**config.mk**
```make
export PLATFORM = sky130hd
export DESIGN_NAME = i2s_slave_tx
export DESIGN_NICKNAME = d
export VERILOG_FILES = /design/src/rtl/i2s_pkg.sv /design/src/rtl/i2s_piso.sv /design/src/rtl/i2s_slave_tx.sv
export SDC_FILE = /design/constraint.sdc
export NUM_CORES = 1
export LEC_CHECK = 0
export ABC_AREA = 1
export CAP_MARGIN = 40
export CORE_MARGIN = 2
export CORE_UTILIZATION = 55
export CTS_CLUSTER_SIZE = 14
export DETAILED_ROUTE_END_ITERATION = 16
export PLACE_DENSITY_LB_ADDON = 0.12
export SETUP_SLACK_MARGIN = 0.3
export SLEW_MARGIN = 5
export SYNTH_ARGS = -nofsm -noshare
export SYNTH_HDL_FRONTEND = slang
export SYNTH_SLANG_ARGS = --single-unit
```
**constraint.sdc**
```tcl
create_clock -name sclk -period 3.1 [get_ports sclk]
set_input_delay 0.93 -clock sclk [delete_from_list [all_inputs] [get_ports sclk]]
set_output_delay 0.93 -clock sclk [all_outputs]
set_load 0.02 [all_outputs]
```
**src/rtl/i2s_pkg.sv**
```systemverilog
// i2s_pkg: shared I2S types and defaults for the I2S transmit and receive blocks
package i2s_pkg;
  localparam int WIDTH_DEFAULT = 16;
  typedef struct packed {
    logic [WIDTH_DEFAULT-1:0] left;
    logic [WIDTH_DEFAULT-1:0] right;
  } i2s_pair_t;
  typedef enum logic {LEFT = 1'b0, RIGHT = 1'b1} chan_e;
endpackage

```
**src/rtl/i2s_piso.sv**
```systemverilog
// i2s_piso: MSB-first load/shift register with saturating bit counter; zero fill once the word is out
module i2s_piso #(
  parameter int WIDTH = 16
) (
  input  logic             sclk,
  input  logic             rst_n,
  input  logic             load,
  input  logic [WIDTH-1:0] data,
  output logic             sdata
);
  localparam int CW = $clog2(WIDTH + 1);
  logic [WIDTH-1:0] shift;
  logic [CW-1:0]    cnt;
  always_ff @(posedge sclk or negedge rst_n)
    if (!rst_n) begin
      shift <= '0;
      cnt   <= '0;
      sdata <= 1'b0;
    end else if (load) begin
      sdata <= data[WIDTH-1];
      shift <= data << 1;
      cnt   <= CW'(1);
    end else if (cnt < CW'(WIDTH)) begin
      sdata <= shift[WIDTH-1];
      shift <= shift << 1;
      cnt   <= cnt + CW'(1);
    end else begin
      sdata <= 1'b0;
    end
endmodule

```
**src/rtl/i2s_slave_tx.sv**
```systemverilog
// i2s_slave_tx: slave-mode I2S transmitter; ws comes from the master, stereo pairs are
// double-buffered (pending + active) and serialised MSB first, left on ws=0, right on ws=1
module i2s_slave_tx import i2s_pkg::*; #(
  parameter int WIDTH = WIDTH_DEFAULT
) (
  input  logic             sclk,
  input  logic             rst_n,
  input  logic             ws,
  input  logic [WIDTH-1:0] left_i,
  input  logic [WIDTH-1:0] right_i,
  input  logic             valid_i,
  output logic             ready_o,
  output logic             sdata,
  output logic             underrun_o
);
  logic             ws_q, synced, pend_v, fall, rise, accept, load;
  logic [WIDTH-1:0] pend_l, pend_r, act_r, nxt_l, nxt_r, shift_in;
  // Active left goes straight into the shifter at the fall, so only active right is stored
  always_comb begin
    fall     = ws_q & ~ws;
    rise     = ~ws_q & ws & synced;
    ready_o  = ~pend_v | fall;
    accept   = valid_i & ready_o;
    nxt_l    = pend_v ? pend_l : '0;
    nxt_r    = pend_v ? pend_r : '0;
    load     = fall | rise;
    shift_in = (chan_e'(ws) == LEFT) ? nxt_l : act_r;
  end
  always_ff @(posedge sclk or negedge rst_n)
    if (!rst_n) begin
      ws_q       <= 1'b0;
      synced     <= 1'b0;
      pend_v     <= 1'b0;
      pend_l     <= '0;
      pend_r     <= '0;
      act_r      <= '0;
      underrun_o <= 1'b0;
    end else begin
      ws_q       <= ws;
      underrun_o <= fall & ~pend_v;
      pend_v     <= accept | (pend_v & ~fall);
      if (fall) begin
        synced <= 1'b1;
        act_r  <= nxt_r;
      end
      if (accept) begin
        pend_l <= left_i;
        pend_r <= right_i;
      end
    end
  i2s_piso #(.WIDTH(WIDTH)) u_piso (
    .sclk  (sclk),
    .rst_n (rst_n),
    .load  (load),
    .data  (shift_in),
    .sdata (sdata)
  );
endmodule

```
# ---- Word level (Yosys, flattened, before mapping)
# Index checks and enable logic that the tools add are counted.
dict set report word_totals {
  regBits 74
  latch_bits 0
  mem_bits_rw 0
  mem_bits_ro 0
  out_inout_bits 3
  word_cells 35
  n_memories 0
}
dict set report op_classes {
  n_addsub 1
  mul 0
  n_div 0
  order_cmp 1
  n_eq_ne 0
  shift 0
  n_mux 9
  bitwise 13
  n_reduce_logical 1
}
# cell count
set op_table {}
lappend op_table {{two-way mux 16 bit} 5}
lappend op_table {{two-way mux 5 bit} 2}
lappend op_table {{AND 1 bit} 6}
lappend op_table {{adder 5 x 1 -> 5 bit, second input constant} 1}
lappend op_table {{less-than comparator 5 bit, second input constant} 1}
lappend op_table {{NOT 1 bit} 4}
lappend op_table {{bitwise OR 1 bit} 3}
lappend op_table {{two-way mux 1 bit} 2}
lappend op_table {{nonzero test 2 bit} 1}

# ---- Depth between registers and ports, before layout
# Gate-level depths: netlist of run 1.
dict set report logic_depth {
  depth_word 5
  depth_mapped 8
  depth_no_buf 6
}

# ---- Hierarchy
# From an unflattened synthesis of run 1, not the netlist that was laid out.
dict set report unflattened {
  hier_cells 384
  area_unflattened_um2 3444.6
}
# mod instances cells_each area_per_inst_um2
set by_module_without_submodules {}
lappend by_module_without_submodules {i2s_slave_tx 1 275 2416.1}
lappend by_module_without_submodules {i2s_piso 1 109 1028.5}

# ---- Worst setup path before layout of run 1
# No wires, ideal clock.
dict set report synth_timing {
  path_type {input -> output}
  startpoint {input ws}
  endpoint {output ready_o}
  arrival_time_ns 1.483
  required_time_ns 2.170
  slack_ns 0.687
  stages 5
  cell_sequence {buf_6 -> inv_4 -> nand2_4 -> nand2_4 -> buf_2}
}
dict set report synth_via {
  elab_chain_len 3
}
# element line
set synth_lines {}
lappend synth_lines {{from (decl)} i2s_slave_tx.sv:8} ;# input logic ws,
lappend synth_lines {{NOT 1 bit} n/a}
lappend synth_lines {{AND 1 bit} i2s_slave_tx.sv:20} ;# fall = ws_q & ~ws;
lappend synth_lines {{bitwise OR 1 bit} i2s_slave_tx.sv:22} ;# ready_o = ~pend_v | fall;
lappend synth_lines {{to (decl)} i2s_slave_tx.sv:12} ;# output logic ready_o,
# No other way between the ends.

# ---- Final worst setup path of run 1
# Ends and elaborated chain as after synthesis.

==> results.sh, run 1 <==
export IMPL_critPathMaxFanout=2
export IMPL_insertion_delay_ns=0.34
export IMPL_layout_min_cycle_time_ns=2.65
export IMPL_routabilityCongestion=0.773
export IMPL_async_reset_ff_share_pct=100
export IMPL_cts_max_path_buffers=2
export IMPL_remaining_drc_errors=0
export IMPL_crit_path_start="ws"
export IMPL_num_antenna_cells=0
export IMPL_portBuffers=38
export IMPL_grt_pass1_wl_mm=12.2
export IMPL_rsz0062_at_grt="false"
export IMPL_min_path_type="reg -> reg"
export IMPL_synth_edff_count=0
export IMPL_die_w_um=82.8
export IMPL_dpl_worst_slack_ns=-0.0656
export IMPL_cts_post_setup_buffers_inserted=0
export IMPL_syn_avg_cell_area_um2=8.37
export IMPL_cts_root_buf="clkbuf_8"
export IMPL_finish_utilization_pct=67.6
export IMPL_switching_share_pct=26.6
export IMPL_yosysWarnings=0
export IMPL_drive_gt1_share_pct=7.95
export IMPL_synth_top_area_share_pct=53.5
export IMPL_synth_nets=445
export IMPL_hold_violations=0
export IMPL_yosysSeqAreaShare_pct=53.5
export IMPL_core_um2=5960
export IMPL_layout_area_seq_um2=1830
export IMPL_vias=2751
export IMPL_finClkSkew_ns=0.0107
export IMPL_fmax_mhz=377
export IMPL_wl_per_cell_um=14.0
export IMPL_first_pass_iters=4
export IMPL_synth_area_um2=3410
export IMPL_tritoncts="done"
export IMPL_synth_top_cells_by_count="nand2_1, dfrtp_1, nand3_1"
export IMPL_clkPwrFrac_pct=35.9
export IMPL_cp_end_kind="primary output"
export IMPL_p_per_area_nw_per_um2=627
export IMPL_synth_seq_cells=73
export IMPL_final_setup_worst_slack_ns=0.447
export IMPL_grtUsageTotal_pct=23.5
export IMPL_status="finished, final reports clean"
export IMPL_final_antenna_net_count=0
export IMPL_p_seq_share_pct=48.0
export IMPL_start_util_pct=57.3
export IMPL_p_int_mw=1.85
export IMPL_slew_headroom_pct=59.2
export IMPL_synth_most_common_cell="nand2_1"
export IMPL_grt_max_degree=65
export IMPL_p_switching_mw=0.671
export IMPL_dieArea_um2=6850
export IMPL_drt_total_wl_mm=7.20
export IMPL_synthDistinctLibCells=22
export IMPL_dpl_instance_area_um2=3780
export IMPL_worst_slew_pin_slew_ns=0.613
export IMPL_hp_start="pend_r[14]$_DFFE_PN0P_"
export IMPL_peakVddDrop_mv=0.363
export IMPL_die_h_um=82.8
export IMPL_crit_type="in -> out"
export IMPL_leakage_nw=2.02
export IMPL_fin_nets=472
export IMPL_setup_violations_final=0
export IMPL_syn2layout_area_growth_pct=17.9
export IMPL_finish_instance_area_um2=4020
export IMPL_grt_pass1_vias=2597
export IMPL_synth_ff_type="dfrtp_1"
export IMPL_synthTopCellsByArea="dfrtp_1, nand2_1, nand3_1"
export IMPL_htreeDepth=3
export IMPL_cap_violations=0
export IMPL_holdBufCountCts=0
export IMPL_cts_sink_count=73
export IMPL_drv_slew=0
export IMPL_num_rows=28
export IMPL_synth_top_area_cell="dfrtp_1"
export IMPL_grt_antenna_before_repair=0
export IMPL_synthesis_instances=408
export IMPL_vias_per_cell=5.34
export IMPL_worstPathArrival_ns=1.72
export IMPL_pwr_share_comb_pct=16.1
export IMPL_r2r_start="u_piso.cnt[4]$_DFFE_PN0P_"
export IMPL_nFillCells=518
export IMPL_grt_overflow_total=0
export IMPL_start_kind="primary input"
export IMPL_ioPinCount=39
export IMPL_finalCritPeriodShare_pct=85.6
export IMPL_numCtsBuffers=9
export IMPL_cp_data_required_time_ns=2.17
export IMPL_cts_clk_slew_worst_paths_ns=0.08
export IMPL_multiInputGateArea_um2=1340
export IMPL_drt_iter0_markers=226
export IMPL_dp_hpwl_mm=4.69
[cell families (layout without fill, tap and decap cells)]
| logic type | Yosys count | after routing | share of synthesized area [%] |
|---|---|---|---|
| DFF | 73 | 73 | 53.5 |
| AOI/OAI and AO/OA | 22 | 22 | 3.23 |
| buffers and inverters | 42 | 74 | 7.15 |
| and+or+nand+nor | 270 | 270 | 35.7 |
| adders and majority gates | 1 | 1 | 0.367 |
[per-stage QoR]
step / hold WS [ns] / power [mW] / TNS, ns / std cells
3_3_place_gp: 0.456 / 1.61 / -0.0686 / 498
6_report: 0.474 / 2.52 / 0 / 515
5_1_grt: 0.499 / 2.65 / 0 / 515
2_1_floorplan: 0.442 / 1.49 / 0 / 408
4_1_cts: 0.477 / 2.53 / 0 / 515
3_5_place_dp: 0.459 / 1.63 / -0.0656 / 499
[area by class of cell]
cell class / instances / area share (%)
Timing Repair Buffer: 49 / 11.9
Clock inverter: 5 / 2.55
Inverter: 9 / 0.902
Clock buffer: 11 / 3.51
Multi-Input combinational cell: 293 / 33.4
Tap cell: 75 / 2.33
Sequential cell: 73 / 45.4
[sequential cells by signal (all words and copies together) (netlist names)]
signal	flops
ws_q	1
u_piso.cnt	5
u_piso.sdata	1
pend_v	1
underrun_o	1
u_piso.shift	15
synced	1
act_r	16
pend_l	16
pend_r	16
[path summary, 6_finish.rpt]
check	to	slack (ns)	cells after the start
worst max-delay path	ready_o	0.45	5
worst min-delay path	pend_r[14]$_DFFE_PN0P_	0.47	2
worst max register to register	u_piso.shift[8]$_DFFE_PN0P_	1.42	4
worst min register to register	pend_r[14]$_DFFE_PN0P_	0.47	2
max in group asynchronous	pend_l[2]$_DFFE_PN0P_	2.30	2
min in group asynchronous	pend_l[9]$_DFFE_PN0P_	0.60	2
[cell usage in the layout (no fill, tap or decap), types with 2 or more instances in the layout]
cell type        instances
nand2_1                167
dfrtp_1                 73
nand3_1                 62
clkdlybuf4s50_1         35
o21ai_0                 17
nand4_1                 16
nand3b_1                13
clkbuf_8                10
buf_4                    9
inv_1                    7
nor2_1                   5
a21oi_1                  4
nand2_4                  3
bufinv_16                3
dlygate4sd2_1            2
buf_12                   2
[power by group through the flow]
stage                     Clock [mW]  Sequential [mW]  Combinational (mW)
after global placement             0             1.22               0.394
after global routing           0.956             1.23               0.470
final                          0.905             1.21               0.407
after CTS                      0.908             1.21               0.413
after floorplan                    0             1.20               0.288
after detailed placement           0             1.22               0.409
[timing repair]
action | in CTS | in global routing
endpoints found under the hold margin | 0 | 0
endpoints found under the setup margin | 1 | 0
gates resized for setup | 2 | 0
[worst max-delay path, cell delays in order]
cell	delay [ns]
dlygate4sd2_1	0.28
inv_4	0.08
nand2_4	0.05
nand2_4	0.05
dlygate4sd2_1	0.32
[metal layers]
layer	share of wire (%)	track usage [%]
met5	0	0
met4	0.46	7.87
met3	4.5	3.25
met2	48	37.5
met1	47	33.2
Power figures use the tool's default switching activity.
==> run 2: changes to the inputs <==
==> constraint.sdc (replaced) <==
create_clock -name sclk -period 3.1 [get_ports sclk]
set_input_delay 0.62 -clock sclk [delete_from_list [all_inputs] [get_ports sclk]]
set_output_delay 0.62 -clock sclk [all_outputs]
set_load 0.02 [all_outputs]
==> run 2 against run 1 <==
Cell count decreased by 0.39%. Combinational power fell by 2%. Clock-buffer cell count down 1. Register-to-register slack lost 0.04 ns. Sequential power is essentially flat. Non-clock buffer count down 2. Sequential share of layout area rose by 0.57 points. Routed wire length down 3.2%. Total power is 3.6% lower. Maximum frequency rose by 1.8%. Worst setup slack better by 0.048 ns. Largest cell class unchanged.
==> results.sh, run 2 (same netlist as run 1, synthesis figures left out) <==
export IMPL_status="finished, final reports clean"
export IMPL_final_cell_count_no_fill=513
export IMPL_peakVddDrop_mv=0.382
export IMPL_wl_per_cell_um=13.6
export IMPL_reg_top3="act_r (16), pend_l (16), pend_r (16)"
export IMPL_grtUsageTotal_pct=23.1
export IMPL_die_h_um=82.8
export IMPL_worst_slew_pin_slew_ns=0.689
export IMPL_dp_hpwl_mm=4.66
export IMPL_drive_gt1_share_pct=7.53
export IMPL_drv_slew=0
export IMPL_cts_max_path_buffers=2
export IMPL_finalCritPeriodShare_pct=84.0
export IMPL_grt_antenna_before_repair=0
export IMPL_vias_per_cell=5.27
export IMPL_grt_max_degree=65
export IMPL_nFillCells=537
export IMPL_syn2layout_area_growth_pct=16.4
export IMPL_dpl_cell_count=497
export IMPL_crit_type="in -> out"
export IMPL_drt_iter0_markers=198
export IMPL_cts_repair_resized=0
export IMPL_finClkSkew_ns=0.0102
export IMPL_most_common_layout_cells="nand2_1, dfrtp_1, nand3_1, clkdlybuf4s50_1, o21ai_0"
export IMPL_die_w_um=82.8
export IMPL_critPathMaxFanout=15
export IMPL_path_buf_inv=3
export IMPL_start_util_pct=57.3
export IMPL_worstPathArrival_ns=1.98
export IMPL_slew_headroom_pct=54.1
export IMPL_vias=2702
export IMPL_htreeDepth=3
export IMPL_cp_end_kind="primary output"
export IMPL_min_path_type="in -> async"
export IMPL_cap_violations=0
export IMPL_layout_area_seq_um2=1830
export IMPL_setup_violations_final=0
export IMPL_cts_sink_count=73
export IMPL_grt_overflow_total=0
export IMPL_multiInputGateArea_um2=1340
export IMPL_insertion_delay_ns=0.34
export IMPL_holdBufCountCts=0
export IMPL_grt_pass1_vias=2513
export IMPL_numCtsBuffers=9
export IMPL_cts_root_buf="clkbuf_8"
export IMPL_leakage_nw=1.99
export IMPL_p_per_area_nw_per_um2=612
export IMPL_tns_ns=0
export IMPL_final_common_cell="nand2_1"
export IMPL_layout_min_cycle_time_ns=2.60
export IMPL_final_antenna_net_count=0
export IMPL_cts_post_setup_buffers_inserted=0
export IMPL_drt_total_wl_mm=6.96
export IMPL_cp_top_family="buffers and inverters"
export IMPL_rsz0062_at_grt="false"
export IMPL_cts_clk_slew_worst_paths_ns=0.08
export IMPL_routabilityCongestion=0.763
export IMPL_ioPinCount=39
export IMPL_portBuffers=38
export IMPL_hold_violations=0
export IMPL_first_pass_iters=4
export IMPL_dieArea_um2=6850
export IMPL_num_antenna_cells=0
export IMPL_worstPathCellList="clkdlybuf4s50_1 -> inv_4 -> nand2_4 -> nand2_4 -> clkdlybuf4s50_1"
export IMPL_grt_pass1_wl_mm=12.0
export IMPL_remaining_drc_errors=0
export IMPL_num_rows=28
export IMPL_worst_path_max_delay_cell="clkdlybuf4s50_1"
export IMPL_cpPeakStageDelay_ns=0.59
export IMPL_tritoncts="done"
export IMPL_start_kind="primary input"
export IMPL_fin_nets=470
export IMPL_fmax_mhz=384
export IMPL_core_um2=5960
export IMPL_cp_data_required_time_ns=2.48
-- run 2: path summary, 6_finish.rpt --
path                                                 from                      endpoint  slack (ns)  cells past startpoint
worst max-delay path                                   ws                       ready_o        0.50                      5
worst min-delay path                                rst_n  u_piso.shift[10]$_DFFE_PN0P_        0.31                      1
worst max register to register  u_piso.cnt[4]$_DFFE_PN0P_   u_piso.shift[6]$_DFFE_PN0P_        1.38                      4
worst min register to register     pend_l[11]$_DFFE_PN0P_        pend_l[11]$_DFFE_PN0P_        0.47                      2
max in group asynchronous                           rst_n         act_r[11]$_DFFE_PN0P_        2.06                      2
min in group sclk                  pend_l[11]$_DFFE_PN0P_        pend_l[11]$_DFFE_PN0P_        0.47                      2
-- run 2: final cells by class --
cell class | instances | share of cell area (%)
Sequential cell | 73 | 46.0
Timing Repair Buffer | 47 | 11.5
Clock inverter | 6 | 2.30
Inverter | 9 | 0.913
Clock buffer | 10 | 3.21
Tap cell | 75 | 2.36
Multi-Input combinational cell | 293 | 33.8
-- run 2: report_power, final --
| group | internal, mW | switching, mW | total, mW |
|---|---|---|---|
| sequential | 1.11 | 0.0993 | 1.21 |
| combinational | 0.180 | 0.220 | 0.400 |
| clock | 0.458 | 0.361 | 0.819 |
-- run 2: stage by stage --
| stage | hold WS [ns] | worst slack [ns] | utilization, % | total power [mW] | instance area [µm²] |
|---|---|---|---|---|---|
| final | 0.314 | 0.495 | 66.7 | 2.43 | 3970 |
| after floorplan | 0.324 | 1.31 | - | 1.49 | 3410 |
| after global placement | 0.457 | 0.498 | 63.0 | 1.62 | 3750 |
| after global routing | 0.352 | 0.440 | 66.7 | 2.57 | 3970 |
| after CTS | 0.328 | 0.495 | 66.7 | 2.45 | 3970 |
| after detailed placement | 0.459 | 0.498 | 63.0 | 1.63 | 3750 |
-- run 2: worst reg2reg max path, stage by stage, from the launching register on --
cell      delay (ns)
dfrtp_1         0.75
inv_1           0.47
nand2_1         0.16
nand3b_1        0.14
nand3_1         0.08
-- run 2: routing by layer --
layer | part of all wire, % | global-route usage [%]
met1 | 49 | 34.4
met2 | 45 | 34.1
met3 | 4.4 | 4.65
met4 | 1.4 | 7.38
met5 | 0 | 0
==> run 3: changes to the inputs <==
==> constraint.sdc (replaced) <==
create_clock -name sclk -period 2.45 [get_ports sclk]
set_input_delay 0.49 -clock sclk [delete_from_list [all_inputs] [get_ports sclk]]
set_output_delay 0.49 -clock sclk [all_outputs]
set_load 0.02 [all_outputs]
==> run 3 against run 2 <==
Core utilization down 0.11 points. Clock power up 9.3%. Register-to-register slack worse by 0.43 ns. Sequential share of layout area up 0.072 points. Routed wire length down 1.4%. Non-clock buffer count up 3. Clock-buffer cell count up 2.
==> results.sh, run 3 (same netlist as run 1, synthesis figures left out) <==
export IMPL_r2r_start="ws_q$_DFF_PN0_"
export IMPL_reg_top3="act_r (16), pend_l (16), pend_r (16)"
export IMPL_core_um2=5960
export IMPL_finClkSkew_ns=0.0112
export IMPL_fin_nets=473
export IMPL_cts_post_setup_buffers_inserted=0
export IMPL_status="finished, final reports clean"
export IMPL_peakVddDrop_mv=0.418
export IMPL_dpl_cell_count=500
export IMPL_dpl_worst_slack_ns=0.177
export IMPL_final_common_cell="nand2_1"
export IMPL_insertion_delay_ns=0.34
export IMPL_num_antenna_cells=0
export IMPL_p_per_area_nw_per_um2=739
export IMPL_routabilityCongestion=0.764
export IMPL_vias_per_cell=5.40
export IMPL_finalCritPeriodShare_pct=82.3
export IMPL_min_path_type="in -> async"
export IMPL_grt_pass1_vias=2459
export IMPL_drv_slew=0
export IMPL_crit_type="in -> out"
export IMPL_vias=2786
export IMPL_slew_headroom_pct=62.3
export IMPL_finish_utilization_pct=66.6
export IMPL_remaining_drc_errors=0
export IMPL_worstPathArrival_ns=1.53
export IMPL_die_w_um=82.8
export IMPL_drt_total_wl_mm=6.86
export IMPL_die_h_um=82.8
export IMPL_cts_max_path_buffers=2
export IMPL_wl_per_cell_um=13.3
export IMPL_finish_instance_area_um2=3970
export IMPL_grt_pass1_wl_mm=11.6
export IMPL_setup_violations_final=0
export IMPL_numCtsBuffers=9
export IMPL_nFillCells=522
export IMPL_grt_overflow_total=0
export IMPL_dpl_instance_area_um2=3780
export IMPL_holdBufCountCts=0
export IMPL_worst_slew_pin_slew_ns=0.565
export IMPL_cp_data_required_time_ns=1.96
export IMPL_total_power_mw=2.93
export IMPL_start_kind="primary input"
export IMPL_grtUsageTotal_pct=22.6
export IMPL_dieArea_um2=6850
export IMPL_final_setup_worst_slack_ns=0.434
export IMPL_cts_sink_count=73
export IMPL_most_common_layout_cells="nand2_1, dfrtp_1, nand3_1, clkdlybuf4s50_1, o21ai_0"
export IMPL_hold_violations=0
export IMPL_portBuffers=38
export IMPL_final_cell_count_no_fill=516
export IMPL_cp_end_kind="primary output"
export IMPL_tns_ns=0
export IMPL_final_antenna_net_count=0
export IMPL_syn2layout_area_growth_pct=16.2
export IMPL_tritoncts="done"
export IMPL_leakage_nw=2.00
export IMPL_start_util_pct=57.3
export IMPL_grt_antenna_before_repair=0
export IMPL_drt_iter0_markers=186
export IMPL_cap_violations=0
export IMPL_ioPinCount=39
export IMPL_grt_max_degree=74
export IMPL_first_pass_iters=4
export IMPL_htreeDepth=3
export IMPL_num_rows=28
export IMPL_dp_hpwl_mm=4.65
export IMPL_holdWs_ns=0.155
export IMPL_cts_clk_slew_worst_paths_ns=0.08
export IMPL_rsz0062_at_grt="false"
export IMPL_critPathMaxFanout=2
export IMPL_cts_root_buf="clkbuf_8"
export IMPL_crit_path_start="ws"
export IMPL_drive_gt1_share_pct=8.39
export IMPL_fmax_mhz=496
export IMPL_layout_min_cycle_time_ns=2.02
## run 3: cell count changes in the layout (fill, tap and decap cells not counted), sizes merged
| cell | before | now |
|---|---|---|
| buf | 10 | 13 |
| clkdlybuf4s50 | 37 | 36 |
| dlygate4sd2 | 0 | 1 |
| inv | 10 | 9 |
| clkbuf | 10 | 12 |
| clkinvlp | 0 | 1 |
| bufinv | 2 | 0 |
## run 3: critical path: stages
cell and delay (ns):
clkdlybuf4s50_1 0.55, inv_4 0.05, nand2_4 0.08, nand2_4 0.04
dlygate4sd2_1 0.31
## run 3: repair_timing
action	in CTS	in global routing
setup endpoints to repair	1	0
gates resized for setup	1	0
hold endpoints to repair	0	0
## run 3: worst paths after layout
check,end,slack (ns),depth (start not counted)
worst max-delay path,ready_o,0.43,5
worst min-delay path,u_piso.shift[11]$_DFFE_PN0P_,0.15,2
worst max register to register,u_piso.shift[10]$_DFFE_PN0P_,0.95,5
worst min register to register,pend_r[1]$_DFFE_PN0P_,0.47,2
max in group asynchronous,act_r[6]$_DFFE_PN0P_,1.99,2
min in group sclk,pend_r[1]$_DFFE_PN0P_,0.47,2
## run 3: final cells by class
class	count	area [µm²]	area share (%)
tap	75	93.8	2.37
clock buffer	12	165	4.16
clock inverter	4	26.3	0.662
multi-input combinational	293	1340	33.8
timing repair buffer	50	477	12.0
sequential	73	1830	46.0
inverter	9	36.3	0.915
## run 3: power by group
part           leakage (nW)  switching, mW  internal (mW)
Combinational         0.975          0.279          0.229
Sequential            0.923          0.121           1.41
Clock                0.0984          0.446          0.449
## run 3: per-layer routing
metal / up-vias / global-route usage (%) / wire, µm
met5: - / 0 / 0
met4: 0 / 6.89 / 80
met3: 6 / 5.30 / 274
met2: 60 / 34.8 / 3340
met1: 1336 / 31.9 / 3170
li1: 1384 / - / -
